$ cat src/rtl/corrimiento_ctrl.sv
// Pattern sequencer for the LED-bar bidirectional shifter.
// Plays fill-left, fill-right or bouncing-dot through prescaled shift strobes.
module corrimiento_ctrl #(
  parameter int WIDTH  = 10,
  parameter int DIV    = 25000000,
  parameter int SWEEPS = 3
) (
  input  logic                       clk,
  input  logic                       rst,
  input  logic                       start,
  input  logic                       stop,
  input  logic [1:0]                 mode,
  output logic                       sh_enable,
  output logic                       sh_dir,
  output logic                       sh_in,
  output logic                       busy,
  output logic                       done,
  output logic                       aborted,
  output logic [$clog2(WIDTH+1)-1:0] step
);

  localparam int SW = $clog2(WIDTH + 1);
  localparam int CW = (DIV > 1) ? $clog2(DIV) : 1;
  localparam int NW = $clog2(SWEEPS + 1);

  localparam logic [CW-1:0] CNT_TOP = CW'(DIV - 1);
  localparam logic [CW-1:0] CNT_ONE = (DIV == 1) ? '0 : CW'(1);
  localparam logic [SW-1:0] LAST_W  = SW'(WIDTH - 1);
  localparam logic [SW-1:0] LAST_S  = SW'(WIDTH - 2);

  typedef enum logic [3:0] {
    S_IDLE,
    S_CLEAR,
    S_FILL,
    S_DRAIN,
    S_INJECT,
    S_RIGHT,
    S_LEFT,
    S_BCLR,
    S_DONE,
    S_ABORT
  } state_t;

  state_t          state, state_n;
  logic [CW-1:0]   cnt, cnt_n;
  logic [SW-1:0]   step_n, lastc;
  logic [NW-1:0]   sweep, sweep_n, sweep_inc;
  logic            bnc, bnc_n, rgt, rgt_n;
  logic            last, run_n, dir_n, in_n;

  always_comb begin
    lastc = LAST_W;
    unique case (state)
      S_INJECT, S_BCLR: lastc = '0;
      S_RIGHT, S_LEFT:  lastc = LAST_S;
      default:          lastc = LAST_W;
    endcase
  end

  assign last      = sh_enable && (step == lastc);
  assign sweep_inc = sweep + 1'b1;

  always_comb begin
    state_n = state;
    cnt_n   = (cnt == CNT_TOP) ? '0 : cnt + 1'b1;
    sweep_n = sweep;
    bnc_n   = bnc;
    rgt_n   = rgt;
    unique case (state)
      S_IDLE: begin
        cnt_n = '0;
        if (start && !stop) begin
          state_n = S_CLEAR;
          cnt_n   = CNT_ONE;
          sweep_n = '0;
          bnc_n   = mode[1];
          rgt_n   = ~mode[1] & mode[0];
        end
      end
      S_DONE: begin
        state_n = S_IDLE;
        cnt_n   = '0;
      end
      S_ABORT: begin
        if (last) state_n = S_IDLE;
      end
      default: begin
        if (stop) begin
          // the stop cycle counts as prescaler zero
          state_n = S_ABORT;
          cnt_n   = CNT_ONE;
        end else if (last) begin
          unique case (state)
            S_CLEAR:  state_n = bnc ? S_INJECT : S_FILL;
            S_FILL:   state_n = S_DRAIN;
            S_DRAIN:  state_n = S_DONE;
            S_INJECT: state_n = S_RIGHT;
            S_RIGHT:  state_n = S_LEFT;
            S_LEFT: begin
              sweep_n = sweep_inc;
              state_n = (sweep_inc < NW'(SWEEPS)) ? S_RIGHT : S_BCLR;
            end
            default:  state_n = S_DONE;
          endcase
        end
      end
    endcase
  end

  always_comb begin
    step_n = step;
    if (state_n != state) step_n = '0;
    else if (sh_enable)   step_n = step + 1'b1;
  end

  always_comb begin
    run_n = !(state_n inside {S_IDLE, S_DONE});
    dir_n = 1'b0;
    in_n  = 1'b0;
    unique case (state_n)
      S_CLEAR, S_DRAIN: dir_n = ~rgt_n;
      S_FILL: begin
        dir_n = ~rgt_n;
        in_n  = 1'b1;
      end
      S_INJECT: begin
        dir_n = 1'b1;
        in_n  = 1'b1;
      end
      S_RIGHT, S_ABORT: dir_n = 1'b1;
      default: begin
        dir_n = 1'b0;
        in_n  = 1'b0;
      end
    endcase
  end

  always_ff @(posedge clk) begin
    if (rst) begin
      state     <= S_IDLE;
      cnt       <= '0;
      step      <= '0;
      sweep     <= '0;
      bnc       <= 1'b0;
      rgt       <= 1'b0;
      sh_enable <= 1'b0;
      sh_dir    <= 1'b0;
      sh_in     <= 1'b0;
      busy      <= 1'b0;
      done      <= 1'b0;
      aborted   <= 1'b0;
    end else begin
      state     <= state_n;
      cnt       <= cnt_n;
      step      <= step_n;
      sweep     <= sweep_n;
      bnc       <= bnc_n;
      rgt       <= rgt_n;
      sh_enable <= run_n && (cnt_n == '0);
      sh_dir    <= dir_n;
      sh_in     <= in_n;
      busy      <= run_n;
      done      <= (state_n == S_DONE);
      aborted   <= (state == S_ABORT) && last;
    end
  end

endmodule

$ cat config.mk
export PLATFORM = sky130hd
export DESIGN_NAME = corrimiento_ctrl
export DESIGN_NICKNAME = d
export VERILOG_FILES = /design/src/rtl/corrimiento_ctrl.sv
export SDC_FILE = /design/constraint.sdc
export NUM_CORES = 1
export LEC_CHECK = 0
export ABC_AREA = 1
export CAP_MARGIN = 20
export CORE_MARGIN = 2
export CORE_UTILIZATION = 36
export CTS_BUF_LIST = sky130_fd_sc_hd__clkbuf_4 sky130_fd_sc_hd__clkbuf_8
export DETAILED_ROUTE_END_ITERATION = 7
export PLACE_DENSITY = 0.49
export SYNTH_ARGS = -nofsm -noshare
export SYNTH_HDL_FRONTEND = slang
export SYNTH_SLANG_ARGS = --single-unit
$ cat constraint.sdc
create_clock -name clk -period 1.89 [get_ports clk]
set_input_delay 0.378 -clock clk [delete_from_list [all_inputs] [get_ports clk]]
set_output_delay 0.378 -clock clk [all_outputs]
set_load 0.02 [all_outputs]
==> insert_results.sql, run 1 <==
INSERT INTO impl_metrics (metric_group, metric, value, unit) VALUES
('power', 'p_per_area', '638', 'nW/µm²'),
('global_route', 'grt_pass1_vias', '2959', ''),
('place', 'post_dp_cell_area', '3390', 'µm²'),
('timing', 'hold_slack', '478', 'ps'),
('floorplanning', 'die_w', '90.4', 'µm'),
('clock_network', 'cts_made_buffers', '5', ''),
('global_route', 'track_usage', '19.9', '%'),
('timing', 'timing.slew.headroom', '74.1', '%'),
('layout', 'fin_area', '3750', 'µm²'),
('routing', 'post_drt_wl_per_cell', '12.4', 'µm'),
('global_route', 'met3_usage_grt', '2.92', '%'),
('timing', 'achievable-frequency', '0.553', 'GHz'),
('timing', 'fin_crit', '1810', 'ps'),
('power', 'static-leakage-power', '1.67', 'nW'),
('timing', 'timing.clock.skew', '8.89', 'ps'),
('logic_synthesis', 'synthesized_instance_count', '441', ''),
('logic_synthesis', 'yosys-mux-area-fraction', '0', '%'),
('logic_synthesis', 'synth_ff_type', 'sky130_fd_sc_hd__dfxtp_1', ''),
('global_route', 'antenna_found_initial', '0', ''),
('logic_synthesis', 'synth_top_family_by_area', 'simple AND/OR/NAND/NOR gates', ''),
('place', 'post-place-ws', '-56.9', 'ps'),
('floorplanning', 'floorplan.initialDensity', '37.0', '%'),
('global_route', 'grt_busiest_layer', 'met2', ''),
('place', 'detailedPlacementHpwl', '6040', 'µm'),
('routing', 'route.detailed.drc', '0', ''),
('worst_setup_path', 'setup.worst_path.end_class', 'flip-flop', ''),
('logic_synthesis', 'yosys.area_share.adder', '1.40', '%'),
('timing', 'finalMaxSlewViolations', '0', ''),
('floorplanning', 'core-area', '7250', 'µm²'),
('routing', 'residual_antenna_violating_net_count_after_detailed_routing', '0', ''),
('logic_synthesis', 'post_synth.cell_area_avg', '6.09', 'µm²'),
('logic_synthesis', 'synth_xor_xnor_area_share', '1.96', '%'),
('logic_synthesis', 'async_flop_share', '0', '%'),
('place', 'placement.io_buffers', '15', ''),
('worst_setup_path', 'worst-endpoint-required', '2130', 'ps'),
('clock_network', 'cts-root-buf', 'sky130_fd_sc_hd__clkbuf_8', ''),
('routing', 'drt_wl_total', '7680', 'µm'),
('logic_synthesis', 'synthesized_cell_area', '2690', 'µm²'),
('timing', 'finalSetupViolations', '0', ''),
('layout', 'n_antenna_cell', '0', ''),
('timing', 'final.setup.worst_slack', '82.1', 'ps'),
('worst_setup_path', 'arrival', '2050', 'ps'),
('floorplanning', 'floorplan.die.height', '90.4', 'µm'),
('layout', 'area_delta_synth_final', '39.7', '%'),
('timing', 'period_share', '95.7', '%'),
('clock_network', 'cts_max_path_buffers', '2', ''),
('logic_synthesis', 'cell_variety_after_synth', '34', ''),
('global_route', 'grt_first_pass_wirelength', '13300', 'µm'),
('global_route', 'grt_remaining_overflow', '0', ''),
('routing', 'num_vias', '2973', ''),
('floorplanning', 'die_area', '8160', 'µm²'),
('routing', 'detailedRoute.firstPassIterationCount', '4', ''),
('logic_synthesis', 'synth_compound_gate_area_share', '5.50', '%'),
('clock_network', 'tritoncts', 'built', ''),
('worst_hold_path', 'hold_class', 'flip-flop to flip-flop', ''),
('logic_synthesis', 'yosysTopAreaCell', 'sky130_fd_sc_hd__dfxtp_1', ''),
('power', 'ir_drop', '275', 'µV'),
('clock_network', 'h-tree-depth', '2', ''),
('global_route', 'globalRouteMet2Util', '35.2', '%'),
('power', 'fin_total_pwr', '2.39', 'mW'),
('global_route', 'grtUsageMet1', '24.2', '%'),
('logic_synthesis', 'synth-warning-count', '0', ''),
('clock_network', 'path_clk_slew', '90', 'ps'),
('timing', 'final_hold_viol_count', '0', ''),
('floorplanning', 'row_count', '31', ''),
('routing', 'routed_via_density', '4.78', ''),
('layout', 'layout-drive-gt1-share', '27.2', '%'),
('timing', 'tightest_slew', '388', 'ps'),
('timing', 'unrepaired_setup_endpoints_after_global_routing', 'yes', ''),
('status', 'run_status', 'finished clean', ''),
('logic_synthesis', 'synth_top_cells_by_area', 'sky130_fd_sc_hd__dfxtp_1, sky130_fd_sc_hd__nand2_1, sky130_fd_sc_hd__nor2_1', '');
-- flip-flops by register name, indices dropped and copies added, names as in the netlist --
signal     count
cnt           25
state          4
step           4
sweep          2
aborted        1
bnc            1
busy           1
done           1
rgt            1
sh_dir         1
sh_enable      1
sh_in          1
-- routing by layer --
| metal | share of wire [%] | routed length (µm) |
|---|---|---|
| met3 | 2.4 | 186 |
| met4 | 2.6 | 200 |
| met5 | 0 | 0 |
| met1 | 45 | 3490 |
| met2 | 50 | 3810 |
-- power by group --
part	switching, mW	internal [mW]
Combinational	0.361	0.281
Clock	0.330	0.428
Sequential	0.0407	0.952
-- layout make-up --
cell class / instances / area [µm²] / area share (%)
Multi-Input combinational cell: 326 / 1740 / 46.3
Sequential cell: 43 / 877 / 23.4
Timing Repair Buffer: 81 / 649 / 17.3
Inverter: 65 / 246 / 6.57
Tap cell: 99 / 124 / 3.30
Clock buffer: 6 / 82.6 / 2.20
Clock inverter: 2 / 35.0 / 0.934
-- cell usage in the layout, fill, tap and decap left out, drive strengths merged --
cell type | Yosys | final
nor3b | 1 | 1
clkbuf | 4 | 6
xor2 | 3 | 3
buf | 3 | 66
xnor2 | 3 | 3
nand2 | 120 | 120
inv | 65 | 65
o21ai | 10 | 10
nand3 | 49 | 49
a21oi | 9 | 9
o21bai | 2 | 2
nand3b | 2 | 2
o211ai | 2 | 2
nor3 | 17 | 17
bufinv | 0 | 1
o22ai | 1 | 1
nand4 | 17 | 17
a211oi | 1 | 1
dfxtp | 43 | 43
nor2 | 82 | 82
clkinv | 0 | 1
a31o | 1 | 1
ha | 3 | 3
nor4 | 2 | 2
and2 | 1 | 1
clkdlybuf4s50 | 0 | 15
-- cell usage after synthesis, types with 2 or more instances --
master / number
sky130_fd_sc_hd__nand2_2: 4
sky130_fd_sc_hd__nand2_4: 2
sky130_fd_sc_hd__clkbuf_1: 3
sky130_fd_sc_hd__nor2_1: 75
sky130_fd_sc_hd__nor4_1: 2
sky130_fd_sc_hd__nor2_2: 6
sky130_fd_sc_hd__o21ai_0: 8
sky130_fd_sc_hd__o211ai_1: 2
sky130_fd_sc_hd__o21ai_1: 2
sky130_fd_sc_hd__nor3_1: 17
sky130_fd_sc_hd__nand3_2: 4
sky130_fd_sc_hd__nand4_1: 17
sky130_fd_sc_hd__nand2_1: 114
sky130_fd_sc_hd__a21oi_1: 9
sky130_fd_sc_hd__ha_1: 3
sky130_fd_sc_hd__xor2_1: 3
sky130_fd_sc_hd__inv_2: 4
sky130_fd_sc_hd__nand3_1: 45
sky130_fd_sc_hd__nand3b_1: 2
sky130_fd_sc_hd__o21bai_1: 2
sky130_fd_sc_hd__inv_1: 60
sky130_fd_sc_hd__dfxtp_1: 43
sky130_fd_sc_hd__xnor2_1: 3
-- cell families (layout without fill, tap and decap cells) --
kind of cell | count (synthesis) | after routing
adders and majority gates | 3 | 3
and+or+nand+nor | 291 | 291
xor gates and xnor gates | 6 | 6
AOI/OAI and AO/OA | 26 | 26
buffers and inverters | 72 | 154
DFF | 43 | 43
-- path summary, 6_finish.rpt --
check                           startpoint   endpoint  slack, ps  cells after the start
worst max-delay path                cnt[1]  sh_enable         80                     14
worst min-delay path              sweep[1]   sweep[1]        480                      2
worst max register to register      cnt[1]  sh_enable         80                     14
worst min register to register    sweep[1]   sweep[1]        480                      2
-- stage by stage --
step                      util [%]  setup TNS [ps]  instances
after global placement        46.7           -60.5        610
final                         51.7               0        622
after global routing          51.7           -93.6        622
after detailed placement      46.7            -149        610
after CTS                     48.4               0        618
after floorplan                  -               0        441
-- what timing repair did --
| item | in CTS | in global routing |
|---|---|---|
| pin swaps | 0 | 19 |
| endpoints found under the hold margin | 0 | 0 |
| setup endpoints to repair | 3 | 13 |
| setup buffers | 0 | 4 |
| resized for setup | 2 | 60 |
-- worst max-delay path, cell delays in order, from the launching register on --
cell and delay (ps):
sky130_fd_sc_hd__dfxtp_2 360, sky130_fd_sc_hd__buf_4 110, sky130_fd_sc_hd__nand2_1 60, sky130_fd_sc_hd__nor2_2 130, sky130_fd_sc_hd__buf_4 160, sky130_fd_sc_hd__nand3_1 130
sky130_fd_sc_hd__nor2_2 150, sky130_fd_sc_hd__nand2_1 70, sky130_fd_sc_hd__nand3_1 90, sky130_fd_sc_hd__nor2_1 50, sky130_fd_sc_hd__nor2_1 100, sky130_fd_sc_hd__nand2_1 60
sky130_fd_sc_hd__nor2_1 100, sky130_fd_sc_hd__nand2_1 60, sky130_fd_sc_hd__nor2_1 110
Note: power is estimated with default switching activity, not from simulation.
==> run 2, diff against run 1 <==
Settings changed: CORE_UTILIZATION 36 to 35, PLACE_DENSITY 0.49 to 0.48, SKIP_LAST_GASP from default to 1.
==> run 2 against run 1 <==
Compared with the run above:
- via count grew 1.5%
- routed wire length rose by 4.1%
- register-to-register slack hardly changed
- sequential cell count unchanged
- maximum frequency up 0.54%
- count of clock-buffer cells in the layout stayed put
- critical path type unchanged
- critical endpoint unchanged
- largest cell class unchanged
- highest routed layer unchanged
==> insert_results.sql, run 2 (synthesis results as in run 1) <==
INSERT INTO impl_metrics (metric_group, metric, value, unit) VALUES
('status', 'run_status', 'finished clean', ''),
('clock_network', 'h-tree-depth', '2', ''),
('worst_setup_path', 'path_cells', 'ha_4 -> nand2_2 -> nor2_4 -> nand3_2 -> nor2_1 -> buf_4 -> nand3_1 -> nor2_2 -> nor2_1 -> nor2_1 -> nand2_1 -> nor2_1 -> nand2_1 -> nor2_1', ''),
('clock_network', 'cts_made_buffers', '5', ''),
('worst_setup_path', 'timing.critical_path.slowest_cell_delay', '350', 'ps'),
('worst_setup_path', 'worst-endpoint-required', '2120', 'ps'),
('layout', 'final_common_cell', 'sky130_fd_sc_hd__nand2_1', ''),
('layout', 'n_antenna_cell', '0', ''),
('power', 'power.share.clock', '30.9', '%'),
('clock_network', 'cts-root-buf', 'sky130_fd_sc_hd__clkbuf_8', ''),
('layout', 'fin_area', '3760', 'µm²'),
('routing', 'post_drt_wl_per_cell', '12.6', 'µm'),
('routing', 'routed_via_density', '4.76', ''),
('timing', 'timing.slew.headroom', '73.0', '%'),
('worst_setup_path', 'arrival', '2030', 'ps'),
('clock_network', 'tritoncts', 'built', ''),
('run', 'max_cap_viol_count', '0', ''),
('layout', 'top_register', 'cnt', ''),
('floorplanning', 'num_io_pins', '16', ''),
('timing', 'final_hold_viol_count', '0', ''),
('routing', 'drt_iter0_drc', '93', ''),
('place', 'post_dp_cell_area', '3510', 'µm²'),
('worst_setup_path', 'crit_fanout', '4', ''),
('global_route', 'antenna_found_initial', '0', ''),
('timing', 'achievable-frequency', '0.556', 'GHz'),
('place', 'finalWeightedCongestion', '0.903', ''),
('layout', 'area_delta_synth_final', '40.2', '%'),
('power', 'power.share.combinational', '27.0', '%'),
('power', 'fin_total_pwr', '2.33', 'mW'),
('global_route', 'grt_remaining_overflow', '0', ''),
('floorplanning', 'core-area', '7330', 'µm²'),
('layout', 'largest_register_ffs', '25', ''),
('layout', 'layout-drive-gt1-share', '26.0', '%'),
('power', 'static-leakage-power', '1.71', 'nW'),
('clock_network', 'path_clk_slew', '80', 'ps'),
('timing', 'tightest_slew', '405', 'ps'),
('global_route', 'track_usage', '20.3', '%'),
('power', 'ir_drop', '305', 'µV'),
('layout', 'layout.nets', '544', ''),
('power', 'power.switching', '0.713', 'mW'),
('power', 'switching_share', '30.5', '%'),
('timing', 'setup_total_negative_slack', '0', 'ps'),
('clock_network', 'cts_hold_buffers', '0', ''),
('place', 'placement.io_buffers', '15', ''),
('worst_setup_path', 'timing.critical_path.from_type', 'flip-flop', ''),
('floorplanning', 'floorplan.die.height', '91.6', 'µm'),
('clock_network', 'insertion_delay', '300', 'ps'),
('clock_network', 'cts_max_path_buffers', '2', ''),
('routing', 'drt_wl_total', '8000', 'µm'),
('worst_setup_path', 'crit_path_top_delay_cell', 'sky130_fd_sc_hd__dfxtp_2', ''),
('global_route', 'grt_pass1_vias', '2922', ''),
('worst_setup_path', 'setup.worst_path.end_class', 'flip-flop', ''),
('floorplanning', 'die_w', '91.6', 'µm'),
('timing', 'finalSetupViolations', '0', ''),
('layout', 'number_of_fill_cells', '738', ''),
('power', 'internal-power', '1.62', 'mW'),
('timing', 'period_share', '95.1', '%'),
('routing', 'residual_antenna_violating_net_count_after_detailed_routing', '0', ''),
('global_route', 'grt_first_pass_wirelength', '13600', 'µm'),
('worst_hold_path', 'hold_class', 'flip-flop to flip-flop', ''),
('worst_setup_path', 'path_class', 'flip-flop to flip-flop', ''),
('routing', 'detailedRoute.firstPassIterationCount', '4', ''),
('worst_setup_path', 'critical_path.most_common_cell', 'sky130_fd_sc_hd__nor2_1', ''),
('power', 'power.sequential.fraction', '42.2', '%'),
('floorplanning', 'die_area', '8390', 'µm²'),
('routing', 'num_vias', '3018', ''),
('routing', 'route.detailed.drc', '0', ''),
('layout', 'mostFrequentLayoutCells', 'sky130_fd_sc_hd__nand2_1, sky130_fd_sc_hd__buf_4, sky130_fd_sc_hd__nor2_1', ''),
('global_route', 'grt_start_max_net_pins', '36', ''),
('layout', 'post-route-util', '51.4', '%'),
('timing', 'fin_crit', '1800', 'ps'),
('place', 'detailedPlacementHpwl', '6450', 'µm'),
('floorplanning', 'row_count', '31', ''),
('layout', 'layout_top_registers', 'cnt: 25 flops, state: 4 flops, step: 4 flops', ''),
('timing', 'unrepaired_setup_endpoints_after_global_routing', 'yes', ''),
('floorplanning', 'floorplan.initialDensity', '36.6', '%'),
('timing', 'timing.clock.skew', '7.24', 'ps'),
('timing', 'finalMaxSlewViolations', '0', ''),
('clock_network', 'clock-sinks', '43', ''),
('timing', 'hold_slack', '468', 'ps'),
('power', 'p_per_area', '620', 'nW/µm²');
run 2: routing by layer:
metal | up-vias | track usage [%] | wire length, µm
li1 | 1600 | - | -
met4 | 0 | 4.92 | 101
met3 | 9 | 3.82 | 212
met2 | 44 | 37.1 | 4110
met1 | 1365 | 24.2 | 3570
met5 | - | 0 | 0
run 2: area by class of cell:
class / count / area [µm²] / share of cell area (%)
well taps: 99 / 124 / 3.29
clock buffers: 6 / 76.3 / 2.03
clock inverters: 1 / 30.0 / 0.798
multi-input cells: 326 / 1660 / 44.1
repair buffers: 94 / 756 / 20.1
inverters: 65 / 246 / 6.55
flip-flops and latches: 43 / 871 / 23.1
run 2: critical path, delay by kind of cell (launching register included):
kind,cells,cell delay (ps)
adder cells (fa/ha/maj),1,150
buffers and inverters,1,140
flip-flops,1,350
AND/OR/NAND/NOR,12,1090
run 2: timing repair:
| action | CTS | global route |
|---|---|---|
| pin swaps | 0 | 12 |
| cloned | 0 | 0 |
| gates resized for setup | 3 | 36 |
| hold endpoints to repair | 0 | 0 |
| buffers inserted | 0 | 3 |
| setup endpoints to repair | 3 | 13 |
run 2: worst paths after layout:
check / endpoint / start / cells past startpoint / slack [ps]
setup reg to reg: sh_enable / cnt[1] / 14 / 90
hold reg to reg: sweep[1] / sweep[1] / 2 / 470
hold / removal: sweep[1] / sweep[1] / 2 / 470
setup / recovery: sh_enable / cnt[1] / 14 / 90
run 2: power groups by stage:
stage	Sequential, mW	Clock (mW)	Combinational (mW)
5_1_grt	0.991	0.798	0.704
3_5_place_dp	0.999	0	0.610
3_3_place_gp	1.00	0	0.611
4_1_cts	0.978	0.751	0.612
6_report	0.984	0.721	0.630
2_1_floorplan	1.03	0	0.316
run 2: per-stage QoR:
stage                     worst slack [ps]  instances
after floorplan                        213        441
after global routing                 -44.7        634
after detailed placement             -83.2        624
after CTS                            -6.57        631
after global placement                -104        624
final                                 91.8        634
==> run 3, diff against run 2 <==
Settings changed: ABC_CLOCK_PERIOD_IN_PS from default to 1890.
==> results of run 3 <==
The final DEF is identical to that of run 2; final timing and power are the same.
